File: src/rtl/display_pattern_decoder.sv
// Recovers a hex digit from a 7-segment pattern once it has been stable for STABLE_CYCLES clocks.
// Illegal patterns and captures that never settle are reported on Error and counted in ErrorCount.
module display_pattern_decoder #(
    parameter int unsigned STABLE_CYCLES = 3,
    parameter int unsigned TIMEOUT       = 64,
    parameter bit          ACTIVE_LOW    = 1'b0
) (
    input  logic       Clock,
    input  logic       Reset,
    input  logic [6:0] Display,
    input  logic       Ready,
    output logic [3:0] Output,
    output logic       Valid,
    output logic       Error,
    output logic       Busy,
    output logic [7:0] ErrorCount
);

    localparam int unsigned CntW = $clog2(TIMEOUT + 1);

    typedef enum logic [1:0] {
        StIdle,
        StSettle,
        StDone
    } state_e;

    state_e            state_q;
    logic [6:0]        ref_q;
    logic [CntW-1:0]   stable_q;
    logic [CntW-1:0]   timeout_q;

    logic [6:0]        seg;
    logic [CntW-1:0]   stable_inc;
    logic [CntW-1:0]   timeout_inc;
    logic              matched;
    logic              stable_hit;
    logic              timeout_hit;
    logic [4:0]        ref_decoded;
    logic              ref_legal;
    logic [3:0]        ref_value;
    logic [7:0]        err_count_inc;

    // Returns {legal, value}; every pattern outside the hex table is illegal.
    function automatic logic [4:0] decode(input logic [6:0] pattern);
        logic [4:0] result;
        case (pattern)
            7'h3F:   result = {1'b1, 4'h0};
            7'h06:   result = {1'b1, 4'h1};
            7'h5B:   result = {1'b1, 4'h2};
            7'h4F:   result = {1'b1, 4'h3};
            7'h66:   result = {1'b1, 4'h4};
            7'h6D:   result = {1'b1, 4'h5};
            7'h7D:   result = {1'b1, 4'h6};
            7'h07:   result = {1'b1, 4'h7};
            7'h7F:   result = {1'b1, 4'h8};
            7'h6F:   result = {1'b1, 4'h9};
            7'h77:   result = {1'b1, 4'hA};
            7'h7C:   result = {1'b1, 4'hB};
            7'h39:   result = {1'b1, 4'hC};
            7'h5E:   result = {1'b1, 4'hD};
            7'h79:   result = {1'b1, 4'hE};
            7'h71:   result = {1'b1, 4'hF};
            default: result = {1'b0, 4'h0};
        endcase
        return result;
    endfunction

    // All comparisons and decoding work on the active-high view of the segments.
    assign seg = ACTIVE_LOW ? ~Display : Display;

    assign stable_inc  = stable_q + CntW'(1);
    assign timeout_inc = timeout_q + CntW'(1);
    assign matched     = (seg == ref_q);
    assign stable_hit  = matched && (stable_inc == CntW'(STABLE_CYCLES));
    assign timeout_hit = (timeout_inc == CntW'(TIMEOUT));

    assign ref_decoded = decode(ref_q);
    assign ref_legal   = ref_decoded[4];
    assign ref_value   = ref_decoded[3:0];

    assign err_count_inc = (ErrorCount == 8'hFF) ? ErrorCount : ErrorCount + 8'd1;

    always_ff @(posedge Clock or posedge Reset) begin
        if (Reset) begin
            state_q    <= StIdle;
            ref_q      <= '0;
            stable_q   <= '0;
            timeout_q  <= '0;
            Output     <= '0;
            Valid      <= 1'b0;
            Error      <= 1'b0;
            Busy       <= 1'b0;
            ErrorCount <= '0;
        end else begin
            case (state_q)
                StIdle: begin
                    Valid <= 1'b0;
                    if (Ready) begin
                        ref_q     <= seg;
                        stable_q  <= '0;
                        timeout_q <= '0;
                        Busy      <= 1'b1;
                        state_q   <= StSettle;
                    end
                end

                StSettle: begin
                    timeout_q <= timeout_inc;
                    if (matched) begin
                        stable_q <= stable_inc;
                    end else begin
                        ref_q    <= seg;
                        stable_q <= '0;
                    end

                    // A stable decode takes priority over a timeout on the same edge.
                    if (stable_hit) begin
                        state_q <= StDone;
                        Valid   <= 1'b1;
                        Output  <= ref_legal ? ref_value : 4'h0;
                        Error   <= ~ref_legal;
                        if (!ref_legal) begin
                            ErrorCount <= err_count_inc;
                        end
                    end else if (timeout_hit) begin
                        state_q    <= StDone;
                        Valid      <= 1'b1;
                        Output     <= 4'h0;
                        Error      <= 1'b1;
                        ErrorCount <= err_count_inc;
                    end
                end

                StDone: begin
                    Valid   <= 1'b0;
                    Busy    <= 1'b0;
                    state_q <= StIdle;
                end

                default: begin
                    Valid   <= 1'b0;
                    Busy    <= 1'b0;
                    state_q <= StIdle;
                end
            endcase
        end
    end

endmodule
File: config.mk
export PLATFORM = sky130hd
export DESIGN_NAME = display_pattern_decoder
export DESIGN_NICKNAME = d
export VERILOG_FILES = /design/src/rtl/display_pattern_decoder.sv
export SDC_FILE = /design/constraint.sdc
export NUM_CORES = 1
export LEC_CHECK = 0
export CORE_UTILIZATION = 48
export CTS_CLUSTER_DIAMETER = 40
export CTS_CLUSTER_SIZE = 28
export DETAILED_ROUTE_END_ITERATION = 10
export PLACE_DENSITY_LB_ADDON = 0.2
export SYNTH_ARGS = -nofsm -noshare
export SYNTH_HDL_FRONTEND = slang
export SYNTH_SLANG_ARGS = --single-unit
File: constraint.sdc
create_clock -name Clock -period 2.75 [get_ports Clock]
set_input_delay 0.55 -clock Clock [delete_from_list [all_inputs] [get_ports Clock]]
set_output_delay 0.55 -clock Clock [all_outputs]
set_load 0.01 [all_outputs]
Yosys cells after proc, flatten, opt, wreduce, memory -nomap -nowiden
Index checks and enable logic that the tools add are counted.

operators by class
  reductions and logical operators = 10
  mux-type cells = 25
  bitwise logic cells = 2
  eq/ne operators = 25
  add/sub/neg operators = 3

operators with widths
  kind                                           number
  == test 7 bit, second input constant           13
  case mux 5 bit (16 select lines)               1
  case mux 7 bit (2 select lines)                3
  2-to-1 mux 8 bit                               4
  2-to-1 mux 7 bit                               4
  adder 7 x 1 -> 7 bit, second input constant    2
  == test 7 x 3 -> 1 bit, second input constant  2
  == test 7 x 6 -> 1 bit, second input constant  2
  2-to-1 mux 4 bit                               3
  adder 8 x 1 -> 8 bit, second input constant    1
  == test 8 bit, second input constant           1
  AND reduction 2 bit                            4
  == test 7 x 2 -> 1 bit, second input constant  1
  == test 7 bit                                  1
  2-to-1 mux 2 bit                               3
  != test 2 bit, second input constant           3
  AND reduction 3 bit                            2
  2-to-1 mux 1 bit                               5
  case mux 2 bit (2 select lines)                1
  nonzero test 2 bit                             2
  != test 3 bit, second input constant           1
  == test 2 x 1 -> 1 bit, second input constant  1
  zero test 2 bit                                1
  inverter 1 bit                                 2
  2 further kinds                                2

storage, ports and cells
  word-level logic and storage cells = 74
  bits in registers = 38

Logic depth before layout (Yosys ltp)
Gate-level depths: netlist of run 1.

  depth after elaboration = 5
  mapped depth = 9

Least setup slack after synthesis of run 1
OpenSTA, ideal clock, no wires.

  path type = input -> register
  from = in Display[5]
  to = reg ErrorCount[7]
  buffers on the path = 0
  library setup time = 0.128 ns
  data required time = 2.622 ns
  slack = 0.294 ns
  arrival = 2.328 ns
  stages on the path = 6
  path through = xor2_1 > nor4_2 > and4bb_4 > mux2_4 > nor4_2 > mux2_1

between the ends
  cells in the longest elaborated chain, start to end = 4
  elaborated cells on any way between the ends = 6
  those cells by class = eq/ne (2); mux (1); reduce/logical (3)

RTL lines
  item                                                                         line  source
  start, declared                                                              10    input logic [6:0] Display,
  == test 7 bit *                                                              73    assign matched = (seg == ref_q);
  logical AND 1 bit *                                                          74    assign stable_hit = matched && (stable_inc == CntW'(STABLE_CYCLES));
  != test 2 bit (no source line) / nonzero test 2 bit (equally long branches)  -
  AND reduction 3 bit (no source line)                                         -
  end signal, assigned                                                         123   ErrorCount <= err_count_inc;
  end signal, assigned                                                         130   ErrorCount <= err_count_inc;
  end, declared                                                                16    output logic [7:0] ErrorCount

Every way passes the cells marked *; elsewhere a longest branch is shown, timed or not.
A chain may end at the register's enable or synchronous reset.

Final worst setup path of run 1
  from = in Display[2]
  to = reg ErrorCount[7]

Same word-level chain as after synthesis.

==> results of run 1 <==
-- layer usage --
layer | part of all wire | vias up | track usage
met5 | 0 | - | 0
met4 | 0.012 | 0 | 0.06889
met3 | 0.035 | 6 | 0.04762
met2 | 0.49 | 43 | 0.3269
met1 | 0.46 | 901 | 0.2610
li1 | - | 922 | -
-- worst max path at each step --
stage	from	endpoint	slack [ns]
after global placement	Display[0]	ErrorCount[7]	-0.11
after CTS	stable_q[0]	ErrorCount[7]	0.08
after global routing	Display[0]	ErrorCount[7]	0.03
after detailed placement	Display[1]	ErrorCount[7]	-0.19
after floorplan	Display[5]	ErrorCount[7]	0.29
final	Display[2]	ErrorCount[7]	0.14
-- critical path, stage by stage --
cell and delay [ns]:
clkdlybuf4s50_1 0.45, xor2_1 0.19, nor4_2 0.31, and4bb_4 0.29, mux2_4 0.32, nor4_2 0.32
mux2_1 0.35
-- registers in the layout, indices dropped and copies added (netlist names) --
| signal | count |
|---|---|
| Error | 1 |
| Output | 4 |
| Busy | 1 |
| ErrorCount | 8 |
| timeout_q | 7 |
| state_q | 2 |
| stable_q | 7 |
| ref_q | 7 |
| Valid | 1 |
-- cell families (layout without fill, tap and decap cells) --
| group | count (synthesis) | count (layout) | share of synthesized area |
|---|---|---|---|
| AOI/OAI and AO/OA | 54 | 54 | 0.1471 |
| muxes | 11 | 11 | 0.05840 |
| xor gates and xnor gates | 17 | 17 | 0.06682 |
| buffers and inverters | 15 | 48 | 0.02526 |
| DFF | 38 | 38 | 0.4267 |
| and+or+nand+nor | 96 | 96 | 0.2532 |
| adders and majority gates | 4 | 4 | 0.02246 |
-- Yosys cell counts (2+ instances only) --
cell	instances	share of area
nand4_1	3	0.0084
mux2_1	7	0.035
o21ai_0	17	0.038
nor3b_1	4	0.013
xor2_1	10	0.039
nor4_2	2	0.011
nand2b_1	5	0.014
inv_1	3	0.0051
nand3b_1	3	0.010
clkbuf_1	10	0.017
ha_1	4	0.022
o21a_1	2	0.0067
o22ai_1	2	0.0056
nor3_1	5	0.011
dfrtp_1	38	0.43
o21ai_1	8	0.018
and3_1	6	0.017
xnor2_1	7	0.028
mux2_4	2	0.013
a21oi_1	7	0.016
nand4b_1	2	0.0079
a31oi_1	5	0.014
nand3_1	11	0.025
or3_1	2	0.0056
nand4bb_1	2	0.010
nor2_1	16	0.027
o2bb2ai_1	4	0.016
o31ai_1	2	0.0067
nor2b_1	3	0.0084
and4_1	3	0.012
nand2_1	20	0.034
-- where the power goes --
group / switching, mW / internal (mW) / leakage [nW]
Combinational: 0.224 / 0.234 / 0.572
Sequential: 0.112 / 0.645 / 0.482
Clock: 0.213 / 0.387 / 0.0714
-- final cells by class --
| class | count | area share |
|---|---|---|
| Clock inverter | 2 | 0.02202 |
| Tap cell | 52 | 0.02385 |
| Inverter | 4 | 0.005505 |
| Multi-Input combinational cell | 182 | 0.4486 |
| Sequential cell | 38 | 0.3486 |
| Timing Repair Buffer | 36 | 0.1211 |
| Clock buffer | 6 | 0.03028 |
-- stage by stage --
step	power (mW)	hold slack [ns]
3_3_place_gp	1.215	0.4753
6_report	1.815	0.4996
3_5_place_dp	1.225	0.4813
5_1_grt	1.921	0.5206
4_1_cts	1.820	0.5042
2_1_floorplan	1.057	0.4522
-- what timing repair did --
item                                    CTS  global route
buffers inserted                          0             0
endpoints found under the setup margin    0             1
resized for setup                         0             1
==> flow_summary.json, run 1 <==
{
  "final_cell_mix": "dfrtp_1, clkdlybuf4s50_1, nand2_1",
  "fill_cells": 367,
  "vias_per_cell": 5.850,
  "grt_util_all_layers": 0.2005,
  "worst_hold_path.endpoint": "Output[1]",
  "cts_root_buffer": "clkbuf_8",
  "post-place-ws_ns": -0.1931,
  "core_mm2": 0.004414,
  "n_antenna_cell": 0,
  "synth_warnings": 0,
  "dp_hpwl_um": 3194,
  "dieArea_mm2": 0.004919,
  "routed_wl_um": 4597,
  "drv_cap": 0,
  "crit_type": "input port to flip-flop",
  "hold_path.startpoint": "Output[1]",
  "cp_data_required_time_ns": 2.93,
  "ant_nets": 0,
  "drc": 0,
  "clockBufferDepth": 2,
  "syn_inst": 235,
  "syn_area_mm2": 0.002228,
  "vias": 1872,
  "leakage_nw": 1.125,
  "grt_pass1_vias": 1735,
  "antenna_found_initial": 0,
  "synth_area_per_cell_um2": 9.482,
  "regArea_um2": 950.9,
  "port_buffers": 24,
  "powerDensity_mw_per_mm2": 665.5,
  "ys_ff_latch": 38,
  "synth_edf_count": 0,
  "start_kind": "input port",
  "hold_class": "flip-flop to flip-flop",
  "area_growth_pct": 22.40,
  "setup_viol": 0,
  "slew_viol_final": 0,
  "yosysUniqueCellTypes": 51,
  "max_freq_ghz": 0.3831,
  "initial_core_util": 0.5048,
  "holdPathStages": 1,
  "rsz0062_at_grt": "false",
  "post-route-util": 0.6179,
  "drive_gt1_frac": 0.1119,
  "die_h_um": 70.14,
  "tightestPinTransition_ns": 0.4819,
  "place_area_mm2": 0.002582,
  "gp_congestion": 0.7522,
  "worst_setup_path_end_kind": "flip-flop",
  "regToRegSetupSlack_ns": 0.15,
  "nets": 281,
  "grt_pass1_wl_um": 7907,
  "drt_iter0_markers": 120,
  "regToRegStartpoint": "stable_q[0]",
  "dr.pass1.iters": 7,
  "grt_max_degree": 39,
  "dieWidth_um": 70.14,
  "status": "finished, final reports clean",
  "clk_pin_slew_ns": 0.08,
  "final.period_utilization": 0.9491,
  "synth_ff_type": "dfrtp_1",
  "cts_tree": "built",
  "syn_nets": 249,
  "ios": 25,
  "timing.final.ws_setup_ns": 0.1400,
  "ir_drop_mv": 0.4578,
  "clock_skew_ns": 0.005486,
  "seq_area_frac_synth": 0.4267,
  "htree_levels": 2,
  "multi_input_area_mm2": 0.001224,
  "worstSkewPairLatency_ns": 0.29,
  "r2r-end": "ErrorCount[7]",
  "tns_ns": 0,
  "grt_overflow": 0,
  "cts.hold.buffers_added": 0,
  "period_minus_slack_ns": 2.610,
  "hold_viol": 0,
  "ff2ff_path_depth": 8,
  "cts_sinks": 38,
  "stdcell_area_mm2": 0.002728,
  "path_max_fanout": 4,
  "slew_headroom": 0.6787,
  "place_inst": 312,
  "cts-buffers-inserted": 5,
  "final_cell_count_no_fill": 320,
  "synthArstFlopShare": 1.000,
  "worstPathArrival_ns": 2.79,
  "wl_per_cell_um": 14.37,
  "layout_commonest_cell": "dfrtp_1",
  "num_rows": 24
}
(Power assumes the default switching activity.)
==> inputs of run 2 (changes only) <==
--- a/config.mk
+++ b/config.mk
@@ -5,11 +5,14 @@
 export SDC_FILE = /design/constraint.sdc
 export NUM_CORES = 1
 export LEC_CHECK = 0
-export CORE_UTILIZATION = 48
+export CELL_PAD_IN_SITES_DETAIL_PLACEMENT = 1
+export CELL_PAD_IN_SITES_GLOBAL_PLACEMENT = 2
+export CORE_UTILIZATION = 35
 export CTS_CLUSTER_DIAMETER = 40
 export CTS_CLUSTER_SIZE = 28
 export DETAILED_ROUTE_END_ITERATION = 10
 export PLACE_DENSITY_LB_ADDON = 0.2
+export SKIP_CTS_REPAIR_TIMING = 1
 export SYNTH_ARGS = -nofsm -noshare
 export SYNTH_HDL_FRONTEND = slang
 export SYNTH_SLANG_ARGS = --single-unit
==> run 2 against run 1 <==
Against the previous run:
- via count grew 0.21%
- count of clock-buffer cells in the layout is the same
- first-iteration DRC count shrank 54%
- core utilization shrank 16 points
- non-clock buffer count grew 4
- final cell count grew 8.4%
==> flow_summary.json, run 2 (synthesis results as in run 1) <==
{
  "dp_hpwl_um": 3797,
  "tightestPinTransition_ns": 0.4972,
  "drive_gt1_frac": 0.1324,
  "port_buffers": 24,
  "start_kind": "input port",
  "num_rows": 28,
  "period_minus_slack_ns": 2.629,
  "crit_family": "simple AND/OR/NAND/NOR gates",
  "total_power_mw": 1.662,
  "clk_pin_slew_ns": 0.09,
  "nets": 285,
  "slew_viol_final": 0,
  "clockBufferDepth": 2,
  "crit_cells": 8,
  "routed_wl_um": 5345,
  "cts_sinks": 38,
  "critPathSlowestCell": "clkdlybuf4s50_1",
  "hold_viol": 0,
  "htree_levels": 2,
  "place_inst": 338,
  "cts_tree": "built",
  "startpoint": "Display[6]",
  "clock_skew_ns": 0.009290,
  "grt_pass1_vias": 1873,
  "layout_commonest_cell": "dfrtp_1",
  "ir_drop_mv": 0.3057,
  "rsz0062_at_grt": "false",
  "wl_per_cell_um": 15.40,
  "endpoint": "ErrorCount[6]",
  "drt_iter0_markers": 55,
  "powerDensity_mw_per_mm2": 600.3,
  "post-place-ws_ns": -0.2012,
  "worstSkewPairLatency_ns": 0.30,
  "hold_ws_ns": 0.4961,
  "largest_reg_flops": 8,
  "grt_pass1_wl_um": 9280,
  "n_antenna_cell": 0,
  "regToRegStartpoint": "stable_q[1]",
  "drc": 0,
  "max_freq_ghz": 0.3804,
  "r2r-end": "ErrorCount[6]",
  "grt-busiest-layer": "met2",
  "cts_root_buffer": "clkbuf_8",
  "cp_data_required_time_ns": 2.94,
  "regToRegSetupSlack_ns": 0.23,
  "gp_congestion": 0.7498,
  "timing.final.ws_setup_ns": 0.1214,
  "place_area_mm2": 0.002634,
  "slew_headroom": 0.6685,
  "worst_setup_path_end_kind": "flip-flop",
  "path_buf_inv": 1,
  "crit_type": "input port to flip-flop",
  "tns_ns": 0,
  "final_cell_count_no_fill": 347,
  "crit_chain": "clkdlybuf4s50_1 > xnor2_1 > nand4_1 > nor4_4 > and4bb_4 > mux2_4 > nor3_1 > mux2_1",
  "dr.pass1.iters": 4,
  "antenna_found_initial": 0,
  "status": "finished, final reports clean",
  "cts-buffers-inserted": 5,
  "hold_class": "flip-flop to flip-flop",
  "vias_per_cell": 5.406,
  "largest-register": "ErrorCount",
  "ant_nets": 0,
  "worstPathArrival_ns": 2.82,
  "path_max_fanout": 4,
  "area_growth_pct": 24.20,
  "ios": 25,
  "ff2ff_path_depth": 8,
  "core_mm2": 0.006026,
  "die_h_um": 81.79,
  "final.period_utilization": 0.9559,
  "vias": 1876,
  "grt_util_met3": 0.03667,
  "grt_use_met2": 0.2901,
  "leakage_nw": 1.125,
  "critPathMaxStageDelay_ns": 0.49,
  "final_cell_mix": "dfrtp_1, clkdlybuf4s50_1, nand2_1",
  "drv_cap": 0,
  "stdcell_area_mm2": 0.002768,
  "dieArea_mm2": 0.006690,
  "grt_util_all_layers": 0.1841,
  "dieWidth_um": 81.79,
  "grt_max_degree": 39,
  "use_met1": 0.2536,
  "grt_overflow": 0,
  "setup_viol": 0,
  "post-route-util": 0.4593,
  "initial_core_util": 0.3698
}
run 2: cell types whose count changed in the layout (fill, tap and decap cells not counted), moves of 2 or more:
cell / delta
buf_4: +4
bufinv_16: -2
nor4_2: -2
nor4_4: +2
run 2: how the worst min path moves through the flow:
stage	end	slack, ns	from	cells after the start
5_1_grt	state_q[0]	0.53	state_q[1]	1
3_5_place_dp	Output[3]	0.48	Output[3]	1
6_report	state_q[0]	0.50	state_q[1]	1
2_1_floorplan	Busy	0.45	state_q[1]	1
3_3_place_gp	Output[1]	0.48	Output[1]	1
4_1_cts	state_q[0]	0.50	state_q[1]	1
run 2: routing by layer:
layer	part of all wire	vias up	wire (um)
li1	-	931	-
met1	0.50	919	2691
met2	0.46	21	2474
met3	0.022	5	117
met4	0.012	0	62
met5	0	-	0
run 2: power by group:
part           internal [mW]  switching [mW]
Combinational          0.244           0.261
Sequential             0.645          0.0944
Clock                  0.202           0.215
run 2: final cells by class:
| cell class | instances | area, um2 |
|---|---|---|
| Clock inverter | 2 | 12.51 |
| Clock buffer | 6 | 82.58 |
| Sequential cell | 38 | 950.9 |
| Timing Repair Buffer | 40 | 360.3 |
| Inverter | 4 | 15.01 |
| Fill cell | 705 | 3258 |
| Multi-Input combinational cell | 182 | 1252 |
| Tap cell | 75 | 93.84 |
run 2: worst reg2reg max path: stages (launching register included):
cell,delay (ns)
dfrtp_1,0.43
ha_2,0.23
and4_1,0.23
nor3_2,0.25
nand2b_1,0.14
and4bb_4,0.23
mux2_4,0.33
nor3_1,0.23
mux2_1,0.34
